## config.mk

```make
export PLATFORM = sky130hd
export DESIGN_NAME = ps2_kbd_fifo_mmio
export DESIGN_NICKNAME = d
export VERILOG_FILES = /design/src/rtl/ps2_kbd_fifo_mmio_pkg.sv /design/src/rtl/ps2_kbd_fifo_mmio_frame_rx.sv /design/src/rtl/ps2_kbd_fifo_mmio.sv
export SDC_FILE = /design/constraint.sdc
export NUM_CORES = 1
export LEC_CHECK = 0
export CAP_MARGIN = 20
export CORE_MARGIN = 4
export CORE_UTILIZATION = 50
export CTS_CLUSTER_DIAMETER = 100
export DETAILED_ROUTE_END_ITERATION = 6
export GPL_ROUTABILITY_DRIVEN = 1
export PLACE_DENSITY_LB_ADDON = 0.2
export SLEW_MARGIN = 5
export SYNTH_ARGS = -nofsm -noshare
export SYNTH_HDL_FRONTEND = slang
export SYNTH_SLANG_ARGS = --single-unit
```

## constraint.sdc

```tcl
create_clock -name CLK -period 3.6 [get_ports CLK]
set_input_delay 0.54 -clock CLK [delete_from_list [all_inputs] [get_ports CLK]]
set_output_delay 0.54 -clock CLK [all_outputs]
set_load 0.005 [all_outputs]
```

## src/rtl/ps2_kbd_fifo_mmio_pkg.sv

```systemverilog
// Shared encodings for the PS/2 keyboard receiver, event FIFO and
// memory-mapped register block.
package ps2_kbd_fifo_mmio_pkg;

   typedef enum logic [1:0] {
      RX_IDLE,
      RX_DATA,
      RX_PAR,
      RX_STOP
   } rx_state_t;

   localparam logic [7:0] PS2_EXT = 8'hE0;
   localparam logic [7:0] PS2_BRK = 8'hF0;

   localparam logic ADDR_DATA = 1'b0;
   localparam logic ADDR_STAT = 1'b1;

   localparam int ST_EMPTY  = 0;
   localparam int ST_OVF    = 1;
   localparam int ST_PERR   = 2;
   localparam int ST_IRQ_EN = 3;

   localparam int CTL_IRQ_EN = 0;
   localparam int CTL_FLUSH  = 1;
   localparam int CTL_CLR    = 2;

   typedef struct packed {
      logic       ext;
      logic       brk;
      logic [7:0] code;
   } kbd_evt_t;

   // Odd parity over the eight data bits plus the parity bit.
   function automatic logic odd_ok(
      input logic [7:0] d,
      input logic       p
   );
      return ^{d, p};
   endfunction

endpackage

```

## src/rtl/ps2_kbd_fifo_mmio_frame_rx.sv

```systemverilog
// PS/2 frame deserialiser: pin synchronisers, falling-edge detect,
// frame FSM and inter-edge timeout.
import ps2_kbd_fifo_mmio_pkg::*;

module ps2_frame_rx #(
   parameter int TIMEOUT_CYCLES = 5000,
   parameter int SYNC_STAGES    = 2
) (
   input  logic       CLK,
   input  logic       RST,
   input  logic       ps2_clk_i,
   input  logic       ps2_dat_i,
   output logic [7:0] rx_byte,
   output logic       byte_valid,
   output logic       frame_err
);

   localparam int TW = $clog2(TIMEOUT_CYCLES + 1);

   logic [SYNC_STAGES-1:0] ck_sync;
   logic [SYNC_STAGES-1:0] dt_sync;
   logic                   ck_prev;
   logic                   fall;
   logic                   dat;

   rx_state_t state, state_d;
   logic [7:0]   sh, sh_d;
   logic [2:0]   bc, bc_d;
   logic         par, par_d;
   logic [TW-1:0] tcnt, tcnt_d;
   logic         valid_d, err_d;

   // Idle-high reset values keep a spurious falling edge out after reset.
   always_ff @(posedge CLK or negedge RST) begin
      if (!RST) begin
         ck_sync <= '1;
         dt_sync <= '1;
         ck_prev <= 1'b1;
      end else begin
         ck_sync <= {ck_sync[SYNC_STAGES-2:0], ps2_clk_i};
         dt_sync <= {dt_sync[SYNC_STAGES-2:0], ps2_dat_i};
         ck_prev <= ck_sync[SYNC_STAGES-1];
      end
   end

   assign fall = ck_prev & ~ck_sync[SYNC_STAGES-1];
   assign dat  = dt_sync[SYNC_STAGES-1];

   always_ff @(posedge CLK or negedge RST) begin
      if (!RST) begin
         state      <= RX_IDLE;
         sh         <= '0;
         bc         <= '0;
         par        <= 1'b0;
         tcnt       <= '0;
         byte_valid <= 1'b0;
         frame_err  <= 1'b0;
      end else begin
         state      <= state_d;
         sh         <= sh_d;
         bc         <= bc_d;
         par        <= par_d;
         tcnt       <= tcnt_d;
         byte_valid <= valid_d;
         frame_err  <= err_d;
      end
   end

   always_comb begin
      state_d = state;
      sh_d    = sh;
      bc_d    = bc;
      par_d   = par;
      tcnt_d  = '0;
      valid_d = 1'b0;
      err_d   = 1'b0;
      if (state != RX_IDLE && !fall)
         tcnt_d = tcnt + TW'(1);
      if (fall) begin
         unique case (state)
            RX_IDLE: begin
               if (!dat) begin
                  state_d = RX_DATA;
                  bc_d    = '0;
               end
            end
            RX_DATA: begin
               sh_d = {dat, sh[7:1]};
               bc_d = bc + 3'd1;
               if (bc == 3'd7)
                  state_d = RX_PAR;
            end
            RX_PAR: begin
               par_d   = dat;
               state_d = RX_STOP;
            end
            RX_STOP: begin
               if (dat && odd_ok(sh, par))
                  valid_d = 1'b1;
               else
                  err_d = 1'b1;
               state_d = RX_IDLE;
            end
            default: state_d = RX_IDLE;
         endcase
      end else if (state != RX_IDLE &&
                   tcnt == TW'(TIMEOUT_CYCLES - 1)) begin
         state_d = RX_IDLE;
         err_d   = 1'b1;
      end
   end

   assign rx_byte = sh;

endmodule

```

## src/rtl/ps2_kbd_fifo_mmio.sv

```systemverilog
// PS/2 keyboard event source: prefix decoder, event FIFO, CPU-visible
// DATA / STATUS / CTRL registers and level interrupt.
import ps2_kbd_fifo_mmio_pkg::*;

module ps2_kbd_fifo_mmio #(
   parameter int FIFO_DEPTH     = 16,
   parameter int TIMEOUT_CYCLES = 5000,
   parameter int DECODE_MODE    = 1,
   parameter int SYNC_STAGES    = 2
) (
   input  logic        CLK,
   input  logic        RST,
   input  logic        ps2_clk_i,
   input  logic        ps2_dat_i,
   input  logic        bus_addr,
   input  logic        bus_re,
   input  logic        bus_we,
   input  logic [31:0] bus_wdata,
   output logic [31:0] bus_rdata,
   output logic        irq
);

   localparam int AW = (FIFO_DEPTH > 1) ? $clog2(FIFO_DEPTH) : 1;
   localparam int CW = $clog2(FIFO_DEPTH) + 1;

   logic [7:0] rx_byte;
   logic       rx_valid;
   logic       rx_err;

   ps2_frame_rx #(
      .TIMEOUT_CYCLES(TIMEOUT_CYCLES),
      .SYNC_STAGES   (SYNC_STAGES)
   ) u_rx (
      .CLK       (CLK),
      .RST       (RST),
      .ps2_clk_i (ps2_clk_i),
      .ps2_dat_i (ps2_dat_i),
      .rx_byte   (rx_byte),
      .byte_valid(rx_valid),
      .frame_err (rx_err)
   );

   kbd_evt_t        mem [FIFO_DEPTH];
   logic [AW-1:0]   wptr, rptr;
   logic [CW-1:0]   cnt;
   logic            ext, brk;
   logic            perr, ovf, irq_en;

   logic            is_pre, push_req, push, pop;
   logic            rd_data, ctl_wr, flush, clr;
   logic            empty, full, ovf_set;
   kbd_evt_t        evt_in;
   logic [31:0]     status;
   logic            unused_wdata;

   always_comb begin
      is_pre   = (DECODE_MODE != 0) &&
                 (rx_byte == PS2_EXT || rx_byte == PS2_BRK);
      push_req = rx_valid && !is_pre;
      evt_in   = '{ext: ext, brk: brk, code: rx_byte};
      rd_data  = bus_re && bus_addr == ADDR_DATA;
      ctl_wr   = bus_we && bus_addr == ADDR_STAT;
      flush    = ctl_wr && bus_wdata[CTL_FLUSH];
      clr      = ctl_wr && bus_wdata[CTL_CLR];
      empty    = cnt == '0;
      full     = cnt == CW'(FIFO_DEPTH);
      pop      = rd_data && !empty;
      push     = push_req && (!full || pop);
      ovf_set  = push_req && full && !pop && !flush;
      status                = '0;
      status[15:8]          = 8'(cnt);
      status[ST_IRQ_EN]     = irq_en;
      status[ST_PERR]       = perr;
      status[ST_OVF]        = ovf;
      status[ST_EMPTY]      = empty;
   end

   assign unused_wdata = ^bus_wdata[31:3];

   // ext/brk only ever set in decode mode, so raw mode pushes zero flags.
   always_ff @(posedge CLK or negedge RST) begin
      if (!RST) begin
         ext <= 1'b0;
         brk <= 1'b0;
      end else if (flush || rx_err) begin
         ext <= 1'b0;
         brk <= 1'b0;
      end else if (rx_valid && DECODE_MODE != 0) begin
         if (rx_byte == PS2_EXT) begin
            ext <= 1'b1;
         end else if (rx_byte == PS2_BRK) begin
            brk <= 1'b1;
         end else begin
            ext <= 1'b0;
            brk <= 1'b0;
         end
      end
   end

   always_ff @(posedge CLK) begin
      if (push && !flush)
         mem[wptr] <= evt_in;
   end

   always_ff @(posedge CLK or negedge RST) begin
      if (!RST) begin
         wptr <= '0;
         rptr <= '0;
         cnt  <= '0;
      end else if (flush) begin
         wptr <= '0;
         rptr <= '0;
         cnt  <= '0;
      end else begin
         if (push)
            wptr <= wptr + AW'(1);
         if (pop)
            rptr <= rptr + AW'(1);
         unique case ({push, pop})
            2'b10:   cnt <= cnt + CW'(1);
            2'b01:   cnt <= cnt - CW'(1);
            default: cnt <= cnt;
         endcase
      end
   end

   always_ff @(posedge CLK or negedge RST) begin
      if (!RST) begin
         perr      <= 1'b0;
         ovf       <= 1'b0;
         irq_en    <= 1'b0;
         irq       <= 1'b0;
         bus_rdata <= '0;
      end else begin
         perr <= rx_err | (perr & ~clr);
         ovf  <= ovf_set | (ovf & ~clr);
         irq  <= irq_en & ~empty;
         if (ctl_wr)
            irq_en <= bus_wdata[CTL_IRQ_EN];
         if (bus_re) begin
            if (bus_addr == ADDR_STAT)
               bus_rdata <= status;
            else if (empty)
               bus_rdata <= '0;
            else
               bus_rdata <= {1'b1, 21'b0, mem[rptr]};
         end
      end
   end

endmodule

```

* Word level (Yosys, flattened, before mapping)
Memories as Yosys holds them, arrays and structs flattened.
Cells that the tools add are included.
** Operators by class
- Add/subtract/negate cells :: 6
- Bitwise logic cells :: 10
- Equality and inequality tests :: 15
- Reduce and logical (&&, ||, !) cells :: 39
- Muxes and demuxes :: 33
** Operators with widths (count)
- 32-bit two-way mux :: 2
- 1-bit two-way mux :: 17
- 8-bit equality test (second input constant) :: 2
- 4-bit two-way mux :: 4
- 1-bit logical AND :: 14
- 13-bit by 1-bit adder with 13-bit output (second input constant) :: 1
- 13-bit equality test (second input constant) :: 1
- 13-bit two-way mux :: 1
- 2-bit nonzero test :: 6
- 5-bit one-hot mux with 2 select lines :: 1
- 9-bit XOR reduction :: 1
- 4-bit by 1-bit adder with 4-bit output (second input constant) :: 2
- 2-bit two-way mux :: 4
- 2-bit one-hot mux with 4 select lines :: 1
- 2-bit AND reduction :: 4
- 2-bit equality test (second input constant) :: 3
- 1-bit logical NOT :: 6
- 3-bit inequality test (second input constant) :: 2
- 3-bit one-hot mux with 2 select lines :: 1
- 3-bit AND reduction :: 2
- 5-bit by 1-bit adder with 5-bit output (second input constant) :: 1
- 5-bit equality test (second input constant) :: 1
- 5-bit logical NOT :: 1
- 5-bit two-way mux :: 1
- other kinds (14) :: 24
** Storage, ports and cells
- Input bits :: 39
- Word-level logic and storage cells :: 124
- RAM bits :: 160
- Memories :: 1
- Flip-flop bits (word level) :: 85
- Output and inout bits :: 33
** Memories
- mem :: words 16, width 10, read ports 1, clocked after memory_dff 0, write ports 1, RTL line ps2_kbd_fifo_mmio.sv:43 : kbd_evt_t mem [FIFO_DEPTH];

* Longest topological paths before layout
Gate-level depths: netlist (run 1).
- Depth after elaboration :: 8
- Gate-level depth with buffers :: 11
- Depth with buffers taken out :: 9

* Hierarchy
From an unflattened synthesis (run 1), not the netlist that was laid out.
** Unflattened totals
- Cells, all modules :: 592
- Area, all modules :: 9623.0 um^2
** By module, submodules not included
- ps2_kbd_fifo_mmio :: seq. area each 5630.4 um^2, cells an instance 463, instances 1, area each 8057.7 um^2
- ps2_frame_rx :: seq. area each 857.1 um^2, cells an instance 129, instances 1, area each 1565.3 um^2

* Worst setup path before layout (run 1)
OpenSTA, ideal clock, no wires.
- Kind :: flip-flop to flip-flop
- Start point :: register cnt[0]
- End point :: register cnt[4]
- Buffers on the path :: 2
- Arrival :: 2.919 ns
- Period minus slack after synthesis :: 2.997 ns
- Stages on the path, launching flop included :: 12
- Required time :: 3.522 ns
- Setup time :: 0.078 ns
- Path slack :: 0.603 ns
- Cells stage by stage :: dfrtp_1 -> or4_1 -> clkbuf_2 -> o21ai_0 -> buf_2 -> nor2_1 -> fa_1 -> a21o_1 -> a21oi_1 -> nand4_1 -> a21o_1 -> a21oi_1
** Between the ends
- Longest elaborated chain between the ends :: 8
- Elaborated cells between the ends (all ways) :: 14
- Those cells by class :: add/sub (2); eq/ne (3); mux (2); reduce/logical (7)
** Ends and longest elaborated chain
- from (decl) :: RTL line ps2_kbd_fifo_mmio.sv:45 : logic [CW-1:0] cnt;
- from (signal assigned) :: RTL line ps2_kbd_fifo_mmio.sv:120 : 2'b10: cnt <= cnt + CW'(1);
- from (signal assigned) :: RTL line ps2_kbd_fifo_mmio.sv:121 : 2'b01: cnt <= cnt - CW'(1);
- from (signal assigned) :: RTL line ps2_kbd_fifo_mmio.sv:122 : default: cnt <= cnt;
- 5-bit logical NOT :: RTL line ps2_kbd_fifo_mmio.sv:65 : empty = cnt == '0;
- 1-bit logical NOT :: RTL line ps2_kbd_fifo_mmio.sv:67 : pop = rd_data && !empty;
- 1-bit logical AND :: RTL line ps2_kbd_fifo_mmio.sv:67
- 1-bit logical OR :: RTL line ps2_kbd_fifo_mmio.sv:68 : push = push_req && (!full || pop);
- 1-bit logical AND :: RTL line ps2_kbd_fifo_mmio.sv:68
- 2-bit by 1-bit equality test with 1-bit output / 2-bit equality test (equally long branches) :: RTL line ps2_kbd_fifo_mmio.sv:119 : unique case ({push, pop})
- 5-bit one-hot mux with 2 select lines :: RTL line ps2_kbd_fifo_mmio.sv:119
- 5-bit two-way mux :: RTL line ps2_kbd_fifo_mmio.sv:110 : end else if (flush) begin
Parallel ways exist; a longest one is shown, timed or not.
A chain may end at the register's enable or synchronous reset.

* Worst setup path after layout (run 1)
Same ends and word-level chain as after synthesis.

==> results.md, run 1 <==
* R2R cell count at 9
* FF+latch area at 6490 sq um
* Initial antenna violation count at 0
* Leak Pwr at 0.004042 uW
* Via count at 5109
* Worst-margin pin slew at 1.044 ns
* First-pass GRT wire length at 29700 um
* CP required at 4.03 ns
* Reg-to-reg startpoint: cnt[0]
* P&R area growth vs syn at 14.74%
* Vias in the first global route at 5263
* CTS tree: yes
* # hold bufs at CTS at 0
* Yosys warns at 0
* RSZ-0062 raised after global routing: no
* Core ar. at 18830 sq um
* Placed Area at ~10000 sq um
* Synth area leader: edfxtp_1
* Tmin final at 3.079 ns
* Most frequent cell after synthesis: edfxtp_1
* Register area share after synthesis at 67.44%
* Pwr Total at 7158 uW
* Worst skew pair latency at about 0.50 ns
* Nets@finish at 714
* CTS max path bufs at 3
* Multi-input gate area at 2864 sq um
* Synth Flop Type: edfxtp_1
* Max Freq at 0.3248 GHz
* Wire length per cell at 20.01 um
* CP Capture Type: flop
* Slew margin rel. at 30.17%
* CTS Buf Count at 24
* Die area at between 20000 and 25000 sq um
* Final Max Tran Viols at 0
* Number of remaining DRC errors at 0
* H-tree Lvls at 1
* Critical Path AT at 3.51 ns
* Die W at 146.7 um
* Initial Util at 51.08%
* Pwr per Cell Area at 648.6 nW/um^2
* Async S/R FF share, synth at approximately 30%
* Class of the most critical hold timing path: input pin to async pin
* Peak supply drop at 0.3822 mV
* Gpl congestion at 0.7362
* Post-cts sizing count at 0
* Crit. Startpoint: cnt[0]
* Fin area at 11040 sq um
* # IOs at 72
* ANT nets after route at 0
* Post-synth top cells: 160 x edfxtp_1, 62 x dfrtp_1, 45 x nor2_1
* Setup violators final at 0
* # rows at 50
* Placed wire-length estimate at 11930 um
* Filler Cell Count at ~1.5k
* CP max FO at 6
* Setup TNS at 0 ns
* # port buffers at 24
* Vias per cell at approximately 5.5
* N_diodes at 0
* Clock sink total at 227
* Status: finished, final reports clean
* Area of the mapped netlist at 9619 sq um
* CTS root buffer: clkbuf_16
* Syn Area/Cell at 15.85 sq um
* Fin crit share at 85.51%
* Clk_skew at 0.01126 ns
* Fraction of layout cells with a size suffix above 1 at between 10% and 20%
* Register bit total from synthesis at roughly 230
* Crit Path Class: flop to flop
* Clock-pin slew on the worst setup and hold paths at ~0.060 ns
* DRT Wirelength at 18710 um
* Number of flops mapped to enable cells by yosys at 160
* GRT Residual Overflow at 0
* Ranking of synthesized cells by area: edfxtp_1 50%, dfrtp_1 16%, mux4_2 9.4%
* DRT iter0 DRCs at 340
* Tot GR Track Use at between 10% and 20%
* Yosys top cell area share at between 40% and 50%
* Netlist cell types at 50
* Minimum setup slack among reg-to-reg paths at 0.52 ns
* Post-synthesis cell count at 607
* FF-to-FF End: cnt[4]
* Max-capacitance violation count at 0
* Final hold vios at 0
* # Post-CTS Setup Buffers at 0
* DRT Pass-1 Iters at 5
* Largest net degree at the start of global routing at 43
* Startpoint class of the critical path: flop
* Die Ht at ~150 um
## layer usage
layer | vias to the layer above | global-route usage, % | part of all wire (%)
met1 | 2618 | 25.34 | 43
met2 | 122 | 29.32 | 50
met4 | 0 | 4.186 | 2.0
met3 | 31 | 2.406 | 5.7
li1 | 2338 | - | -
met5 | - | 0 | 0
## report_power, final
part	total, uW	switching [uW]	internal, uW	leakage, uW
Combinational	1380	683	698	0.00129
Sequential	3250	218	3030	0.00236
Clock	2530	931	1590	0.000397
Total	7160	1830	5330	0.00404
## critical path, cell delays in order (launching register included)
cell     delay (ns)
dfrtp_1        0.46
or4_1          0.71
o21ai_0        0.29
nor2_1         0.17
fa_1           0.43
a21o_1         0.20
a21oi_1        0.30
nand4_1        0.14
a21o_1         0.19
a21oi_1        0.11
## state kept, by name (all words and copies together), names as in the netlist
register	flops
brk	1
u_rx.state	2
u_rx.byte_valid	1
u_rx.ck_prev	1
irq_en	1
u_rx.tcnt	13
mem	160
ext	1
irq	1
ovf	1
wptr	4
u_rx.dt_sync	2
u_rx.bc	3
cnt	5
rptr	4
perr	1
u_rx.par	1
u_rx.frame_err	1
u_rx.ck_sync	2
bus_rdata	14
u_rx.rx_byte	8
## final cells by class
cell class                 instances  share of cell area [%]
multi-input combinational        334                   25.95
sequential                       227                   58.80
inverter                          17                  0.5782
timing repair buffer              54                   4.297
clock buffer                      35                   6.190
tap                              260                   2.948
clock inverter                     8                   1.236
## cell families (layout without fill, tap and decap cells)
group | Yosys count | in the layout | synth area share (%)
mux | 77 | 77 | 13.61
flops | 227 | 227 | 67.44
buf+inv | 63 | 114 | 3.447
xor+xnor | 27 | 27 | 2.601
fa+ha+maj | 17 | 17 | 2.289
compound gates | 61 | 61 | 3.811
simple gates | 134 | 134 | 6.764
other cells | 1 | 18 | 0.03898
## stage by stage
stage	setup slack [ns]	utilization, %	std cells	hold slack (ns)
6_report	0.5215	58.61	935	0.1710
5_1_grt	0.2908	58.61	935	0.2430
4_1_cts	0.5420	58.45	931	0.1976
3_5_place_dp	0.4154	54.09	888	0.3479
3_3_place_gp	0.5008	54.09	888	0.3463
2_1_floorplan	0.6028	-	624	0.2444
## placed cells by master, fill, tap and decap left out, types with 3 or more instances in the layout
| master | n |
|---|---|
| dfrtp_1 | 60 |
| mux4_2 | 40 |
| xnor2_1 | 14 |
| and2_1 | 10 |
| a21o_1 | 3 |
| mux2_2 | 20 |
| buf_4 | 27 |
| xor2_1 | 12 |
| nor4_1 | 5 |
| nor2_1 | 45 |
| or3_1 | 3 |
| clkinv_1 | 3 |
| nand4_1 | 4 |
| nand2_1 | 28 |
| o22ai_1 | 4 |
| a31oi_1 | 4 |
| bufinv_16 | 4 |
| edfxtp_1 | 160 |
| inv_1 | 17 |
| dfstp_2 | 5 |
| clkbuf_16 | 25 |
| conb_1 | 18 |
| nor2b_1 | 7 |
| and3_1 | 6 |
| o21ai_0 | 19 |
| a21oi_1 | 18 |
| o21ai_1 | 3 |
| clkbuf_1 | 8 |
| ha_1 | 16 |
| mux2i_1 | 16 |
| nand3_1 | 15 |
| clkdlybuf4s50_1 | 23 |
## worst max path at each step
| stage | slack (ns) | cells past startpoint | to |
|---|---|---|---|
| floorplan | 0.60 | 11 | cnt[4] |
| global placement | 0.50 | 6 | mem[10][5] |
| detailed placement | 0.42 | 6 | mem[11][5] |
| CTS | 0.54 | 9 | cnt[4] |
| global route | 0.29 | 5 | mem[11][7] |
| finish | 0.52 | 9 | cnt[4] |
Note: power is estimated with default switching activity, not from simulation.
==> run 2, diff against run 1 <==
--- a/config.mk
+++ b/config.mk
@@ -8,7 +8,7 @@
 export CAP_MARGIN = 20
 export CORE_MARGIN = 4
 export CORE_UTILIZATION = 50
-export CTS_CLUSTER_DIAMETER = 100
+export CTS_CLUSTER_DIAMETER = 150
 export DETAILED_ROUTE_END_ITERATION = 6
 export GPL_ROUTABILITY_DRIVEN = 1
 export PLACE_DENSITY_LB_ADDON = 0.2
==> results of run 2 <==
No change in the layout: final DEF, timing and power equal those of run 1.
